$ cat src/rtl/isp_frame_pkg.sv
// isp_frame_pkg: state encodings and protocol bytes shared by the ISP frame receiver
package isp_frame_pkg;
    typedef enum logic [2:0] {ST_IDLE, ST_LEN, ST_PAYLOAD, ST_CHK, ST_RESP} frm_state_e;
    typedef enum logic [1:0] {RD_READY, RD_STROBE, RD_WAIT} rd_state_e;
    localparam logic [7:0] SYNC_BYTE = 8'h7E;
    localparam logic [7:0] ACK_BYTE  = 8'h06;
    localparam logic [7:0] NAK_BYTE  = 8'h15;
endpackage

$ cat src/rtl/isp_uart_rd_if.sv
// isp_uart_rd_if: one-cycle CSN/OEN read strobe toward the UART core, with an RXRDY release interlock
module isp_uart_rd_if
    import isp_frame_pkg::*;
(
    input  logic       clk_i,
    input  logic       rst_i,
    input  logic       rxrdy_i,
    input  logic [7:0] data_i,
    input  logic       take_en_i,
    output logic       csn_o,
    output logic       oen_o,
    output logic [7:0] byte_o,
    output logic       vld_o
);
    rd_state_e  st_q;
    logic       strobe_q;
    logic [7:0] byte_q;
    logic       vld_q;

    // strobe for one cycle, capture the byte at its end, then hold off until RXRDY drops
    always_ff @(posedge clk_i or posedge rst_i) begin
        if (rst_i) begin
            st_q     <= RD_READY;
            strobe_q <= 1'b0;
            byte_q   <= '0;
            vld_q    <= 1'b0;
        end else begin
            vld_q <= 1'b0;
            case (st_q)
                RD_READY: begin
                    if (rxrdy_i && take_en_i) begin
                        strobe_q <= 1'b1;
                        st_q     <= RD_STROBE;
                    end
                end
                RD_STROBE: begin
                    strobe_q <= 1'b0;
                    byte_q   <= data_i;
                    vld_q    <= 1'b1;
                    st_q     <= RD_WAIT;
                end
                RD_WAIT: begin
                    if (!rxrdy_i) st_q <= RD_READY;
                end
                default: st_q <= RD_READY;
            endcase
        end
    end

    assign csn_o  = !strobe_q;
    assign oen_o  = !strobe_q;
    assign byte_o = byte_q;
    assign vld_o  = vld_q;
endmodule

$ cat src/rtl/isp_uart_frame_rx.sv
// isp_uart_frame_rx: ISP packet deframer with checksum, payload skid register and ACK/NAK reply
// Optional inter-byte timeout abort: define ISP_FRAME_TIMEOUT_EN.
module isp_uart_frame_rx
    import isp_frame_pkg::*;
#(
    parameter int MAX_LEN     = 64,
    parameter int TIMEOUT_CYC = 1_000_000
) (
    input  logic       CLK,
    input  logic       RESET,
    input  logic [7:0] UART_DATA_OUT,
    input  logic       UART_RXRDY,
    input  logic       UART_TXRDY,
    input  logic       UART_ERR,
    output logic       UART_CSN,
    output logic       UART_OEN,
    output logic       UART_WEN,
    output logic [7:0] UART_DATA_IN,
    output logic [7:0] PL_DATA,
    output logic       PL_VALID,
    input  logic       PL_READY,
    output logic       PL_FIRST,
    output logic       FRAME_DONE,
    output logic       FRAME_OK,
    output logic       BUSY
);
    frm_state_e st_q;
    logic [7:0] cnt_q;
    logic [7:0] acc_q;
    logic       ok_q;
    logic       first_pend_q;
    logic       wr_csn_q;
    logic       wen_q;
    logic       done_q;
    logic [7:0] tx_q;
    logic       pl_valid_q;
    logic [7:0] pl_data_q;
    logic       pl_first_q;
    logic       rd_csn;
    logic       rd_oen;
    logic [7:0] rd_byte;
    logic       rd_vld;
    logic       rx_state;
    logic       tmo_hit;
    logic       abort;
    logic       take_en;
    logic [7:0] sum;

    assign rx_state = (st_q == ST_LEN) || (st_q == ST_PAYLOAD) || (st_q == ST_CHK);
    assign abort    = rx_state && (UART_ERR || tmo_hit);
    assign sum      = acc_q + rd_byte;
    // never start a read that the framer would drop, and keep the skid register single-entry
    assign take_en  = !abort && ((st_q == ST_IDLE) || (st_q == ST_LEN) || (st_q == ST_CHK) ||
                                 ((st_q == ST_PAYLOAD) && !pl_valid_q));

`ifdef ISP_FRAME_TIMEOUT_EN
    logic [31:0] tmo_q;

    // inter-byte idle counter, restarted by every read strobe and outside the receive states
    always_ff @(posedge CLK or posedge RESET) begin
        if (RESET) tmo_q <= '0;
        else       tmo_q <= (!rx_state || !rd_oen) ? '0 : tmo_q + 32'd1;
    end

    assign tmo_hit = (tmo_q == 32'(TIMEOUT_CYC));
`else
    logic unused_tmo;

    assign tmo_hit    = 1'b0;
    assign unused_tmo = (TIMEOUT_CYC > 0);
`endif

    isp_uart_rd_if u_rd (
        .clk_i     (CLK),
        .rst_i     (RESET),
        .rxrdy_i   (UART_RXRDY),
        .data_i    (UART_DATA_OUT),
        .take_en_i (take_en),
        .csn_o     (rd_csn),
        .oen_o     (rd_oen),
        .byte_o    (rd_byte),
        .vld_o     (rd_vld)
    );

    // framer: sync hunt, length check, payload accumulate, checksum verdict and reply write
    always_ff @(posedge CLK or posedge RESET) begin
        if (RESET) begin
            st_q         <= ST_IDLE;
            cnt_q        <= '0;
            acc_q        <= '0;
            ok_q         <= 1'b0;
            first_pend_q <= 1'b0;
            wr_csn_q     <= 1'b1;
            wen_q        <= 1'b1;
            done_q       <= 1'b0;
            tx_q         <= '0;
            pl_valid_q   <= 1'b0;
            pl_data_q    <= '0;
            pl_first_q   <= 1'b0;
        end else begin
            wr_csn_q <= 1'b1;
            wen_q    <= 1'b1;
            done_q   <= 1'b0;
            if (pl_valid_q && PL_READY) pl_valid_q <= 1'b0;
            if (abort) begin
                ok_q <= 1'b0;
                st_q <= ST_RESP;
            end else begin
                case (st_q)
                    ST_IDLE: begin
                        if (rd_vld && rd_byte == SYNC_BYTE) begin
                            acc_q <= '0;
                            ok_q  <= 1'b0;
                            st_q  <= ST_LEN;
                        end
                    end
                    ST_LEN: begin
                        if (rd_vld) begin
                            if (rd_byte == 8'd0 || int'(rd_byte) > MAX_LEN) begin
                                ok_q <= 1'b0;
                                st_q <= ST_RESP;
                            end else begin
                                cnt_q        <= rd_byte;
                                acc_q        <= rd_byte;
                                first_pend_q <= 1'b1;
                                st_q         <= ST_PAYLOAD;
                            end
                        end
                    end
                    ST_PAYLOAD: begin
                        if (rd_vld) begin
                            pl_valid_q   <= 1'b1;
                            pl_data_q    <= rd_byte;
                            pl_first_q   <= first_pend_q;
                            first_pend_q <= 1'b0;
                            acc_q        <= sum;
                            cnt_q        <= cnt_q - 8'd1;
                            if (cnt_q == 8'd1) st_q <= ST_CHK;
                        end
                    end
                    ST_CHK: begin
                        if (rd_vld) begin
                            ok_q <= (sum == 8'd0);
                            st_q <= ST_RESP;
                        end
                    end
                    ST_RESP: begin
                        if (UART_TXRDY) begin
                            wr_csn_q <= 1'b0;
                            wen_q    <= 1'b0;
                            tx_q     <= ok_q ? ACK_BYTE : NAK_BYTE;
                            done_q   <= 1'b1;
                            st_q     <= ST_IDLE;
                        end
                    end
                    default: st_q <= ST_IDLE;
                endcase
            end
        end
    end

    assign UART_CSN     = rd_csn & wr_csn_q;
    assign UART_OEN     = rd_oen;
    assign UART_WEN     = wen_q;
    assign UART_DATA_IN = tx_q;
    assign PL_DATA      = pl_data_q;
    assign PL_VALID     = pl_valid_q;
    assign PL_FIRST     = pl_first_q;
    assign FRAME_DONE   = done_q;
    assign FRAME_OK     = ok_q;
    assign BUSY         = (st_q != ST_IDLE);
endmodule
$ cat config.mk
export PLATFORM = sky130hd
export DESIGN_NAME = isp_uart_frame_rx
export DESIGN_NICKNAME = d
export VERILOG_FILES = /design/src/rtl/isp_frame_pkg.sv /design/src/rtl/isp_uart_rd_if.sv /design/src/rtl/isp_uart_frame_rx.sv
export SDC_FILE = /design/constraint.sdc
export NUM_CORES = 1
export LEC_CHECK = 0
export CORE_AREA = 2 2 73 75
export DETAILED_ROUTE_END_ITERATION = 8
export DIE_AREA = 0 0 75 77
export PLACE_DENSITY = 0.82
export RECOVER_POWER = 25
export SLEW_MARGIN = 25
export SYNTH_ARGS = -nofsm -noshare
export SYNTH_HDL_FRONTEND = slang
export SYNTH_HIERARCHICAL = 1
export SYNTH_SLANG_ARGS = --single-unit
$ cat constraint.sdc
create_clock -name CLK -period 3.9 [get_ports CLK]
set_input_delay 0.78 -clock CLK [delete_from_list [all_inputs] [get_ports CLK]]
set_output_delay 0.78 -clock CLK [all_outputs]
set_load 0.005 [all_outputs]
* Yosys cells after proc, flatten, opt, wreduce, memory -nomap -nowiden
Cells that the tools add are included.
** Storage, ports and cells
- Register bits after elaboration :: 53
- Output and inout bits :: 24
- Logic and storage cells :: 116
** Operators by class
- Add/sub/neg operators :: 2
- Order comparisons :: 1
- Equal/unequal tests :: 21
- Muxes and demuxes :: 43
- Bitwise operators :: 2
- Reduce and logical (&&, ||, !) cells :: 32
** Operator list (number)
- $mux W8 :: 5
- $mux W3 :: 8
- $pmux W8 S3 :: 1
- $mux W1 :: 20
- $ne A3 B2 Y1 const B :: 6
- $logic_not A8 Y1 :: 2
- $pmux W8 S2 :: 1
- $pmux W3 S5 :: 1
- $reduce_and A6 Y1 :: 2
- $reduce_and A5 Y1 :: 2
- $add A8 B8 Y8 :: 1
- $eq A8 B1 Y1 const B :: 1
- $eq A8 B7 Y1 const B :: 1
- $gt A8 B7 Y1 const B :: 1
- $ne A2 B1 Y1 const B :: 4
- $sub A8 B1 Y8 const B :: 1
- $eq A3 B2 Y1 const B :: 2
- $logic_and A1 B1 Y1 :: 6
- $logic_or A1 B1 Y1 :: 6
- $pmux W2 S3 :: 1
- $reduce_and A3 Y1 :: 2
- $reduce_bool A3 Y1 :: 2
- $mux W5 :: 1
- $mux W2 :: 2
- other kinds (16) :: 22

* Depth between registers and ports, before layout
- Depth after elaboration :: 9
- Depth in mapped cells :: 8
- Gate-level depth less buffers :: 7

* Modules after synthesis
Netlist, hierarchy kept.
** By module, submodules not included
- isp_uart_frame_rx :: times used 1, cells each 242, area each 2329.7 µm²
- isp_uart_rd_if :: times used 1, cells each 30, area each 486.7 µm²

* Worst setup path before layout
No wires, ideal clock.
- Path kind :: input port to flip-flop
- Start :: input port UART_ERR
- End :: register acc_q[0]
- Data arrival time :: 2062 ps
- Data required time :: 3775 ps
- Setup slack :: 1714 ps
- Cell stages on the path :: 6
- Cells stage by stage :: clkbuf_1 nand2b_1 nor2_1 a21o_1 a211oi_4 mux2_2
** On the way
- Longest elaborated chain between the ends :: 3
** Ends and longest elaborated chain
- start, declared :: RTL line isp_uart_frame_rx.sv:14 : input logic UART_ERR,
- $logic_and A1 B1 Y1 :: RTL line isp_uart_frame_rx.sv:50 : assign abort = rx_state && (UART_ERR || tmo_hit);
- $not A1 Y1 (no line)
- $reduce_and A6 Y1 (no line)
- end signal, assigned :: RTL line isp_uart_frame_rx.sv:124 : acc_q <= rd_byte;
- end signal, assigned :: RTL line isp_uart_frame_rx.sv:136 : acc_q <= sum;
- end, declared :: RTL line isp_uart_frame_rx.sv:29 : logic [7:0] acc_q;
Every way passes these cells.
A chain may end at the register's enable or synchronous reset.

* Final worst setup path
- Start :: input port UART_ERR
- End :: register cnt_q[3]
** On the way
- Longest elaborated chain between the ends :: 3
** Ends and longest elaborated chain
- $logic_and A1 B1 Y1 :: RTL line isp_uart_frame_rx.sv:50
- $not A1 Y1 (no line)
- $reduce_and A5 Y1 (no line)
- end signal, assigned :: RTL line isp_uart_frame_rx.sv:123 : cnt_q <= rd_byte;
- end signal, assigned :: RTL line isp_uart_frame_rx.sv:137 : cnt_q <= cnt_q - 8'd1;
- end, declared :: RTL line isp_uart_frame_rx.sv:28 : logic [7:0] cnt_q;
Every way passes these cells.

==> flow_results.org <==
** Timing
- The number of max-slew violations in the final report came to 0.
- Setup total negative slack :: 0 ps
- Post-route minimum period :: 2580 ps
- Final Cycle Share :: 0.661
- The final number of hold-violating endpoints is 0.
- Setup violations remaining at the end of the flow were counted as 0.
- Setup slack closes at 1320 ps.
- Hold is met by 447 ps.
- Worst Tran Pin Value :: 862 ps
- Based on the critical path, the design can be clocked at up to 388 MHz.
- Setup repair after global routing left no endpoint under its margin.
- The worst pin sits at a relative slew slack of 0.424.
- Worst clock skew :: 4.78 ps

** Job
- Max capacitance violation total :: 0

** Setup path
- Slowest stage cell on the critical path :: sky130_fd_sc_hd__a2111oi_4
- Worst-path cell chain :: clkdlybuf4s50_1 -> nand2b_1 -> nor2_1 -> a2111oi_4 -> o21ai_0 -> a22o_1
- Required @ worst endpoint :: 4100 ps
- Kind of start point of the critical path :: primary input
- The worst setup path is captured at a flip-flop.
- Along the worst path, the maximum fanout reaches 15.
- Crit path kind :: in -> reg
- Crit path arrival time :: 2770 ps
- CP Buf/Inv Count :: 1
- Crit-path leading delay family :: compound AO/OA/AOI/OAI gates
- For this run, the slowest stage of the critical path takes 740 ps.

** Floorplan
- Number of rows created at floorplan :: 26
- The die covers 5780 um2.
- The die is 75 um wide.
- For this configuration, the core starts out at a cell density of 0.566.
- The core region is 4980 um2.
- Overall die height :: 77 um
- Count of boundary I/O pins :: 38

** Route
- Vias :: 2185
- For this block, the routed nets add up to 5890 um of wire.
- Number of detailed-route iterations in the first pass :: 4
- Using the TritonRoute via totals, the vias-per-cell ratio works out to 5.89.
- The detail route stage leaves a number of antenna-violating nets equal to 0.
- For this run, design rule violations remaining after detail routing come to 0.
- Routed len/inst :: 15.9 um
- First DRT Iteration DRCs :: 103

** Clock network
- Master cell of the clock root buffer :: sky130_fd_sc_hd__clkbuf_8
- Post-CTS timing repair inserted 0 buffers for setup.
- Skew-Pair Late Insertion Delay :: 300 ps
- Gates resized during post-CTS repair numbered 0.
- After clock tree synthesis, the clock-pin slew on the worst setup and hold paths is 90 ps.
- TritonCTS created 5 clock buffers.
- CTS built an H-tree with a depth of 2.
- The number of hold buffers added after CTS was 0.
- Sinks on the clock net :: 48
- Clock tree from TritonCTS :: built
- The longest clock path from root to sink contains 2 buffers.

** Finish
- In the final layout, the multi-input gates occupy 1440 um2.
- Cell area after layout :: 3220 um2
- 0 antenna diodes ended up in the layout.
- Layout cell share with drive strength beyond 1 :: 0.140
- FF/Latch Area :: 1200 um2
- Filler cell count :: 410
- Synth-to-layout area growth :: 14.4%
- In the layout the commonest cells are sky130_fd_sc_hd__dfrtp_1 (47), sky130_fd_sc_hd__clkdlybuf4s50_1 (32), sky130_fd_sc_hd__mux2_2 (23), sky130_fd_sc_hd__o21ai_0 (19), sky130_fd_sc_hd__nand2_1 (17).
- The library cell used most frequently in the layout, excluding fill and tap cells, is sky130_fd_sc_hd__dfrtp_1.
- Final standard cell count with taps included and fillers excluded :: 371
- The final layout contains 324 nets.

** Place
- Final GP Congestion :: 0.821
- Cell area reported after detailed placement :: 3160 um2
- Detailed placer's ending HPWL :: 4380 um
- In this run the tool buffered the top-level ports with 33 buffer cells.
- Place WS :: 991 ps
- After detailed placement, the design holds a cell count of 363.

** Synth
- Of the total synthesized cell area, the portion taken by XOR and XNOR cells is 0.0124.
- Simple-gate share of the synthesized area :: 0.168
- Portion of the post-synthesis area used by sequential elements :: 0.427
- Largest family of logic cells by synthesized area :: compound AO/OA/AOI/OAI gates
- The compound-gate portion of the synthesized area is 0.176.
- The synthesized netlist contains 57 unique library cells.
- Of the total synthesized cell area, the portion taken by full adders, half adders and majority gates is 0.0471.
- Summed over all instances, the cell type with the most area after synthesis is sky130_fd_sc_hd__dfrtp_1.
- Post-synthesis sequential element count :: 48
- Number of flops mapped to enable cells by yosys :: 0
- Dividing the synthesized area by the synthesized cell count gives 10.4 um2.
- Number of warnings printed during yosys synthesis :: 6
- Cells taking the most area after synthesis :: sky130_fd_sc_hd__dfrtp_1 (42%), sky130_fd_sc_hd__mux2_2 (7.2%), sky130_fd_sc_hd__ha_1 (4.0%)
- Post-synth top flop :: sky130_fd_sc_hd__dfrtp_1
- Share of the synthesized area in the top cell type :: 0.418
- The synthesized netlist occupies a cell area of 2820 um2.
- Of all flip-flops after synthesis, the portion carrying an async set or reset was 1.00.
- Synthesis produced a netlist whose cell count is 272.
- After synthesis, the share of cell area in mux cells is 0.113.

** Power
- Combinational group share of total power :: 0.496
- Switching Share :: 0.417
- Internal power comes to 1.45 mW.
- VDD sags by at most 424 uV.
- Part of the total power dissipated in the clock network :: 0.125
- For this design the total switching power over the nets is 1.04 mW.
- The share of total power dissipated in sequential elements is 0.379.
- For this design the static power due to leakage is 1.37 nW.
- Dividing total power by cell area gives a power density of 771 nW/um2.

** GRT
- The first global-routing pass estimated 9870 um of wire.
- Gr usage total :: 0.219
- Largest net degree at the start of global routing :: 24
- The number of antenna violations at the first check in global routing came to 0.
- Via count of the first global-routing pass :: 2149
- GRT overflow :: 0

** Hold path
- In this run the worst hold path is classified as reg -> reg.

** Run status
- Run status :: finished clean
## registers in the layout, indices dropped and copies added (netlist names)
name           cells
PL_DATA            8
acc_q              8
cnt_q              8
u_rd/byte_o        8
UART_DATA_IN       3
st_q               3
u_rd/st_q          2
FRAME_DONE         1
FRAME_OK           1
PL_FIRST           1
PL_VALID           1
UART_WEN           1
first_pend_q       1
u_rd/strobe_q      1
u_rd/vld_o         1
## cells in the mapped netlist, drive strengths merged, types with 3 or more instances
cell type / n
nand3: 5
inv: 13
nor3b: 4
a21oi: 14
clkbuf: 6
o2bb2ai: 3
a21o: 3
nand4: 3
nor2: 16
o21ai: 20
nand2: 17
nand2b: 5
mux2: 25
o211ai: 3
or3: 5
ha: 9
nor4: 4
a211oi: 5
a22o: 5
dfrtp: 47
buf: 12
a211o: 3
nor3: 7
## power groups by stage
stage | combinational, mW | sequential (mW) | clock (mW)
after global placement | 1.22 | 0.942 | 0
final | 1.23 | 0.942 | 0.310
after CTS | 1.27 | 0.944 | 0.312
after global routing | 1.36 | 0.977 | 0.336
after floorplan | 0.974 | 0.854 | 0
after detailed placement | 1.27 | 0.949 | 0
## cell families after synthesis
| group | Yosys count |
|---|---|
| buf+inv | 31 |
| simple gates | 82 |
| compound gates | 70 |
| flops | 48 |
| other cells | 1 |
| xor+xnor | 4 |
| fa+ha+maj | 10 |
| mux | 26 |
## final cells by class
| cell class | instances | share of cell area |
|---|---|---|
| Timing Repair Buffer | 36 | 0.110 |
| Multi-Input combinational cell | 196 | 0.446 |
| Tap cell | 70 | 0.0272 |
| Inverter | 13 | 0.0151 |
| Clock buffer | 7 | 0.0268 |
| Sequential cell | 48 | 0.373 |
| Clock inverter | 1 | 0.00233 |
## routing by layer
| metal | global-route usage | vias up | part of all wire |
|---|---|---|---|
| met5 | 0 | - | 0 |
| met4 | 0.0679 | 0 | 0.021 |
| met3 | 0.0512 | 10 | 0.046 |
| met2 | 0.340 | 68 | 0.48 |
| met1 | 0.300 | 1063 | 0.45 |
| li1 | - | 1044 | - |
## per-stage QoR
step,util,total power [mW]
after floorplan,-,1.83
after global placement,0.635,2.17
after detailed placement,0.635,2.22
after CTS,0.654,2.53
after global routing,0.647,2.67
final,0.647,2.49
## path summary, 6_finish.rpt
| check | startpoint | endpoint | slack (ps) | cells past startpoint |
|---|---|---|---|---|
| worst min register to register | u_rd/st_q[0] | u_rd/st_q[0] | 450 | 1 |
| min in group asynchronous | RESET | u_rd/byte_o[6] | 940 | 2 |
| worst max register to register | st_q[2] | cnt_q[3] | 1370 | 6 |
| worst min-delay path | u_rd/st_q[0] | u_rd/st_q[0] | 450 | 1 |
| worst max-delay path | UART_ERR | cnt_q[3] | 1320 | 6 |
| max in group asynchronous | RESET | acc_q[3] | 2200 | 3 |
No activity file was read; power rests on OpenSTA's default activity.
